<file path="config.mk">
export PLATFORM = sky130hd
export DESIGN_NAME = wb_result_buffer
export DESIGN_NICKNAME = d
export VERILOG_FILES = /design/src/rtl/ariane_pkg.sv /design/src/rtl/wb_result_buffer.sv
export SDC_FILE = /design/constraint.sdc
export NUM_CORES = 2
export LEC_CHECK = 0
export BUFFER_PORTS_ARGS = -buffer_cell sky130_fd_sc_hd__buf_2
export CAP_MARGIN = 40
export CORE_AREA = 5 5 694 421
export DETAILED_ROUTE_END_ITERATION = 8
export DIE_AREA = 0 0 699 426
export PLACE_DENSITY = 0.56
export SYNTH_ARGS = -nofsm -noshare
export SYNTH_HDL_FRONTEND = slang
export SYNTH_SLANG_ARGS = --single-unit
</file>
<file path="constraint.sdc">
create_clock -name clk_i -period 3.6 [get_ports clk_i]
set_input_delay 0.36 -clock clk_i [delete_from_list [all_inputs] [get_ports clk_i]]
set_output_delay 0.36 -clock clk_i [all_outputs]
set_load 0.03 [all_outputs]
</file>
<file path="src/rtl/ariane_pkg.sv">
// Shared execute-stage types: transaction IDs, exceptions and result-buffer entries.
package ariane_pkg;

  localparam int unsigned TRANS_ID_BITS = 3;
  localparam int unsigned NR_WB_PORTS   = 4;
  localparam int unsigned WB_PORT_BITS  = $clog2(NR_WB_PORTS);

  typedef struct packed {
    logic [63:0] cause;
    logic [63:0] tval;
    logic        valid;
  } exception_t;

  typedef struct packed {
    logic        busy;
    logic        done;
    logic [63:0] result;
    exception_t  ex;
  } wb_entry_t;

endpackage

</file>
<file path="src/rtl/wb_result_buffer.sv">
// In-order result buffer: grants transaction IDs, collects out-of-order
// writebacks and presents them for commit in allocation order.
module wb_result_buffer
  import ariane_pkg::*;
#(
  parameter int unsigned NR_ENTRIES = 2**TRANS_ID_BITS
) (
  input  logic                                        clk_i,
  input  logic                                        rst_ni,
  input  logic                                        flush_i,
  input  logic                                        alloc_valid_i,
  output logic                                        alloc_ready_o,
  output logic [TRANS_ID_BITS-1:0]                    alloc_trans_id_o,
  input  logic [NR_WB_PORTS-1:0]                      wb_valid_i,
  input  logic [NR_WB_PORTS-1:0][TRANS_ID_BITS-1:0]   wb_trans_id_i,
  input  logic [NR_WB_PORTS-1:0][63:0]                wb_result_i,
  input  exception_t [NR_WB_PORTS-1:0]                wb_ex_i,
  output logic                                        commit_valid_o,
  output logic [TRANS_ID_BITS-1:0]                    commit_trans_id_o,
  output logic [63:0]                                 commit_result_o,
  output exception_t                                  commit_ex_o,
  input  logic                                        commit_ack_i,
  output logic                                        wb_error_o
);

  localparam int unsigned IDW   = TRANS_ID_BITS;
  localparam int unsigned PW    = WB_PORT_BITS;
  localparam int unsigned CNT_W = TRANS_ID_BITS + 1;
  localparam logic [CNT_W-1:0] FULL = CNT_W'(NR_ENTRIES);
  localparam logic [NR_WB_PORTS-1:0] PORT_ONE = NR_WB_PORTS'(1);

  wb_entry_t              entries_q [NR_ENTRIES];
  wb_entry_t              entries_d [NR_ENTRIES];
  logic [IDW-1:0]         head_q, head_d;
  logic [IDW-1:0]         tail_q, tail_d;
  logic [CNT_W-1:0]       cnt_q, cnt_d;
  logic                   wb_error_q, wb_error_d;
  logic                   wb_err;
  logic                   do_alloc, do_commit;
  logic [NR_WB_PORTS-1:0] hits;
  logic [PW-1:0]          win;

  // Lowest-index port wins when several ports target the same entry.
  function automatic logic [PW-1:0] lowest_port(input logic [NR_WB_PORTS-1:0] req);
    lowest_port = '0;
    for (int p = NR_WB_PORTS - 1; p >= 0; p--) begin
      if (req[PW'(p)]) lowest_port = PW'(p);
    end
  endfunction

  assign alloc_ready_o     = (cnt_q != FULL);
  assign alloc_trans_id_o  = tail_q;
  assign do_alloc          = alloc_valid_i & alloc_ready_o;
  assign do_commit         = commit_valid_o & commit_ack_i;

  // Commit view comes from stored state only; no bypass from the writeback ports.
  assign commit_valid_o    = entries_q[head_q].busy & entries_q[head_q].done;
  assign commit_trans_id_o = head_q;
  assign commit_result_o   = entries_q[head_q].result;
  assign commit_ex_o       = entries_q[head_q].ex;
  assign wb_error_o        = wb_error_q;

  // Next-state: writeback, allocation, commit; flush overrides all of them.
  always_comb begin
    entries_d = entries_q;
    head_d    = head_q;
    tail_d    = tail_q;
    cnt_d     = cnt_q;
    wb_err    = 1'b0;
    hits      = '0;
    win       = '0;

    if (flush_i) begin
      for (int unsigned e = 0; e < NR_ENTRIES; e++) begin
        entries_d[IDW'(e)].busy = 1'b0;
        entries_d[IDW'(e)].done = 1'b0;
      end
      head_d = '0;
      tail_d = '0;
      cnt_d  = '0;
    end else begin
      for (int unsigned e = 0; e < NR_ENTRIES; e++) begin
        hits = '0;
        for (int unsigned p = 0; p < NR_WB_PORTS; p++) begin
          hits[PW'(p)] = wb_valid_i[PW'(p)] && (wb_trans_id_i[PW'(p)] == IDW'(e));
        end
        if (hits != '0) begin
          if (entries_q[IDW'(e)].busy && !entries_q[IDW'(e)].done) begin
            win                         = lowest_port(hits);
            entries_d[IDW'(e)].done     = 1'b1;
            entries_d[IDW'(e)].result   = wb_result_i[win];
            entries_d[IDW'(e)].ex       = wb_ex_i[win];
          end else begin
            wb_err = 1'b1;
          end
          if ((hits & (hits - PORT_ONE)) != '0) wb_err = 1'b1;
        end
      end

      // Head entry is done and the tail entry is free, so these never collide with the writes above.
      if (do_commit) begin
        entries_d[head_q].busy = 1'b0;
        entries_d[head_q].done = 1'b0;
        head_d                 = head_q + IDW'(1);
      end
      if (do_alloc) begin
        entries_d[tail_q].busy     = 1'b1;
        entries_d[tail_q].done     = 1'b0;
        entries_d[tail_q].ex.valid = 1'b0;
        tail_d                     = tail_q + IDW'(1);
      end

      if (do_alloc && !do_commit) begin
        cnt_d = cnt_q + CNT_W'(1);
      end else if (!do_alloc && do_commit) begin
        cnt_d = cnt_q - CNT_W'(1);
      end
    end

    wb_error_d = wb_error_q | wb_err;
  end

  // State registers.
  always_ff @(posedge clk_i or negedge rst_ni) begin
    if (!rst_ni) begin
      for (int unsigned e = 0; e < NR_ENTRIES; e++) begin
        entries_q[IDW'(e)] <= '0;
      end
      head_q     <= '0;
      tail_q     <= '0;
      cnt_q      <= '0;
      wb_error_q <= 1'b0;
    end else begin
      for (int unsigned e = 0; e < NR_ENTRIES; e++) begin
        entries_q[IDW'(e)] <= entries_d[IDW'(e)];
      end
      head_q     <= head_d;
      tail_q     <= tail_d;
      cnt_q      <= cnt_d;
      wb_error_q <= wb_error_d;
    end
  end

endmodule

</file>
==> results_dict.tcl <==
set metrics [dict create \
    syn-num-nets 8842 \
    syn_inst 8044 \
    dieArea_sq_um 297800 \
    ys_seq_area_share_pct 46.27 \
    finalCritPeriodShare_pct 98.37 \
    initial_core_util_pct 29.85 \
    dr.pass1.iters 6 \
    startpoint_type "flip-flop" \
    grt_pass1_vias 68645 \
    cts_buffer_depth 4 \
    fillers 27583 \
    fmax_mhz 282.4 \
    setup_viol 0 \
    clkSlewWorstSetupHoldPaths_ns 0.06 \
    tns_ns 0 \
    drc_errors 0 \
    endpoint_kind "primary output" \
    synth-edff-count 0 \
    synthTopCellsByCount "dfrtp_1 (1,571), mux2i_1 (1,546), nand2_1 (1,002)" \
    clockPowerShare_pct 34.3 \
    die_width_microns 699 \
    synth_cell_types 61 \
    area_growth_pct 21.52 \
    slew_headroom_pct 28.26 \
    row_count 152 \
    drt-total-wl_microns 294300 \
    ys_warn_count 0 \
    pin_count 995 \
    nNetsFinal 9383 \
    power.internal_mw 36.57 \
    finalPower_mw 53.28 \
    drv_slew 0 \
    core_sq_um 284700 \
    dp_hpwl_microns 175000 \
    hold_violations 0 \
    worst-slew-pin-transition_ns 1.076 \
    synth_area_sq_um 84970 \
    grt.total_usage_pct 19.16 \
    rsz0062_at_grt "yes" \
    fin_crit_ns 3.541 \
    leakage_nw 48.00 \
    cts_made_buffers 174 \
    synthFlopType "dfrtp_1" \
    yosysMostFrequentCell "dfrtp_1" \
    hold_class "input pin to asynchronous set/reset pin" \
    drive_gt1_share_pct 19.36 \
    maxCapViolCount 0 \
    place.port_buffers 608 \
    insertion_delay_ns 0.82 \
    power_density_nw_per_um2 516.0 \
    ctsHtreeMaxLevel 4 \
    grt_pass1_wl_microns 443300 \
    status "finished, final reports clean" \
    ys_top_cells_by_area "dfrtp_1 (46%), mux2i_1 (18%), mux4_2 (10%)" \
    fin_util_pct 36.27 \
    cts_tree "done" \
    clock_tree.root_cell "clkbuf_16" \
    drt_iter0_drc 5508 \
    cp_max_fo 26 \
    async_reset_ff_share_pct 100.0 \
    synth_top_cell_area_share_pct 46.27 \
    p_sw_mw 16.71 \
    wl_per_cell_microns 23.49 \
    grt_overflow_total 0 \
    die_height_microns 426 \
    antenna_found_initial 50 \
    switching_share_pct 31.36 \
    pwr-share-comb_pct 23.8 \
    ant_nets 0 \
    ys_seq_elements 1571 \
    grt_max_degree 130 \
    pwr-share-seq_pct 41.9 \
    path_class "flip-flop to primary output" \
    viasPerCell 5.264 \
    gp_congestion 0.7960 \
    cp.required_ns 3.24 \
    vias 65944 \
    arrival_ns 3.18 \
    ir_drop_mv 0.3434 \
    syn_area_per_cell_sq_um 10.56 \
    skew_ns 0.05974 \
    synth_top_area_cell "dfrtp_1" \
    cts.sinks 1571 \
]
==> per-stage QoR <==
| step | hold slack, ns | cell area, sq um | setup slack [ns] | cells |
|---|---|---|---|---|
| after floorplan | 0.06441 | 84970 | 0.1795 | 8044 |
| after global placement | 0.3587 | 91120 | 0.7064 | 11586 |
| after detailed placement | 0.3633 | 91180 | 0.6724 | 11589 |
| after CTS | 0.005217 | 103000 | -0.01198 | 12489 |
| after global routing | 0.04043 | 103200 | -0.08316 | 12516 |
| final | 0.07716 | 103300 | 0.05872 | 12527 |
==> layer usage <==
| layer | part of all wire, % | vias to the layer above | routed length (microns) | track usage, % |
|---|---|---|---|---|
| met3 | 6.2 | 531 | 18240 | 3.480 |
| li1 | - | 29341 | - | - |
| met5 | 0.040 | - | 117 | 0 |
| met1 | 45 | 33913 | 131100 | 26.55 |
| met4 | 3.2 | 18 | 9506 | 6.254 |
| met2 | 46 | 2141 | 135300 | 30.30 |
==> final timing paths <==
path,cells after the start,slack [ns],endpoint,startpoint
worst max register to register,13,0.73,cnt_q[3],commit_trans_id_o[0]
max in group asynchronous,4,2.10,asynchronous set/reset pin,rst_ni
worst min register to register,2,0.47,flip-flop,flip-flop
worst min-delay path,2,0.08,asynchronous set/reset pin,rst_ni
min in group clk_i,2,0.12,entries_q[194],flush_i
worst max-delay path,5,0.06,commit_result_o[20],commit_trans_id_o[0]
==> cell type report <==
cell class                 instances  area, sq um  area share [%]
tap                             3773         4721           4.572
inverter                          13        56.30         0.05453
antenna                           35        87.58         0.08482
clock buffer                     260         5177           5.014
multi-input combinational       5434        41410           40.10
clock inverter                    50        515.5          0.4992
timing repair buffer            1391        11970           11.59
sequential                      1571        39320           38.08
==> critical path: stages, from the launching register on <==
cell and delay (ns):
dfrtp_4 0.49, buf_12 0.32, buf_16 0.29, mux4_2 0.57, mux2_2 0.33, buf_2 0.23
==> cells by family after synthesis <==
group           Yosys count  synth area share, %
mux                    2129                31.09
simple gates           1683                7.733
fa+ha+maj                 6              0.09424
xor+xnor                  6              0.06186
buf+inv                1039                5.129
compound gates         1610                9.624
flops                  1571                46.27
==> cells in the final DEF, fill, tap and decap left out, types with 6 or more instances in the layout <==
cell,count
o22ai_1,12
nor4_1,9
bufinv_16,7
buf_12,88
inv_6,7
o21ai_1,416
mux2i_1,1546
buf_4,95
dlygate4sd3_1,582
clkbuf_1,36
nand4b_1,6
nand2b_1,17
nor2_1,598
a21oi_1,595
diode_2,35
nand3_1,6
dfrtp_1,1569
mux2_2,181
nand2_1,1002
buf_16,16
clkinv_2,23
buf_2,592
clkbuf_8,50
o21ai_0,558
nor2b_1,7
clkbuf_16,177
mux2_4,13
buf_6,14
clkinvlp_4,6
inv_1,12
mux4_2,389
==> power groups by stage <==
stage | combinational, mW | sequential (mW) | clock, mW
floorplan | 8.41 | 22.0 | 0
global placement | 11.6 | 22.4 | 0
detailed placement | 12.0 | 22.6 | 0
CTS | 12.7 | 22.3 | 18.8
global route | 13.8 | 22.7 | 19.4
finish | 12.7 | 22.3 | 18.3
==> what timing repair did <==
action | 4_1_cts | 5_1_grt
endpoints found under the hold margin | 1915 | 0
cloned | 5 | 3
hold buffers | 582 | 0
setup endpoints to repair | 153 | 57
buffers inserted | 3 | 0
gates resized for setup | 34 | 23
No activity file was read; power rests on OpenSTA's default activity.
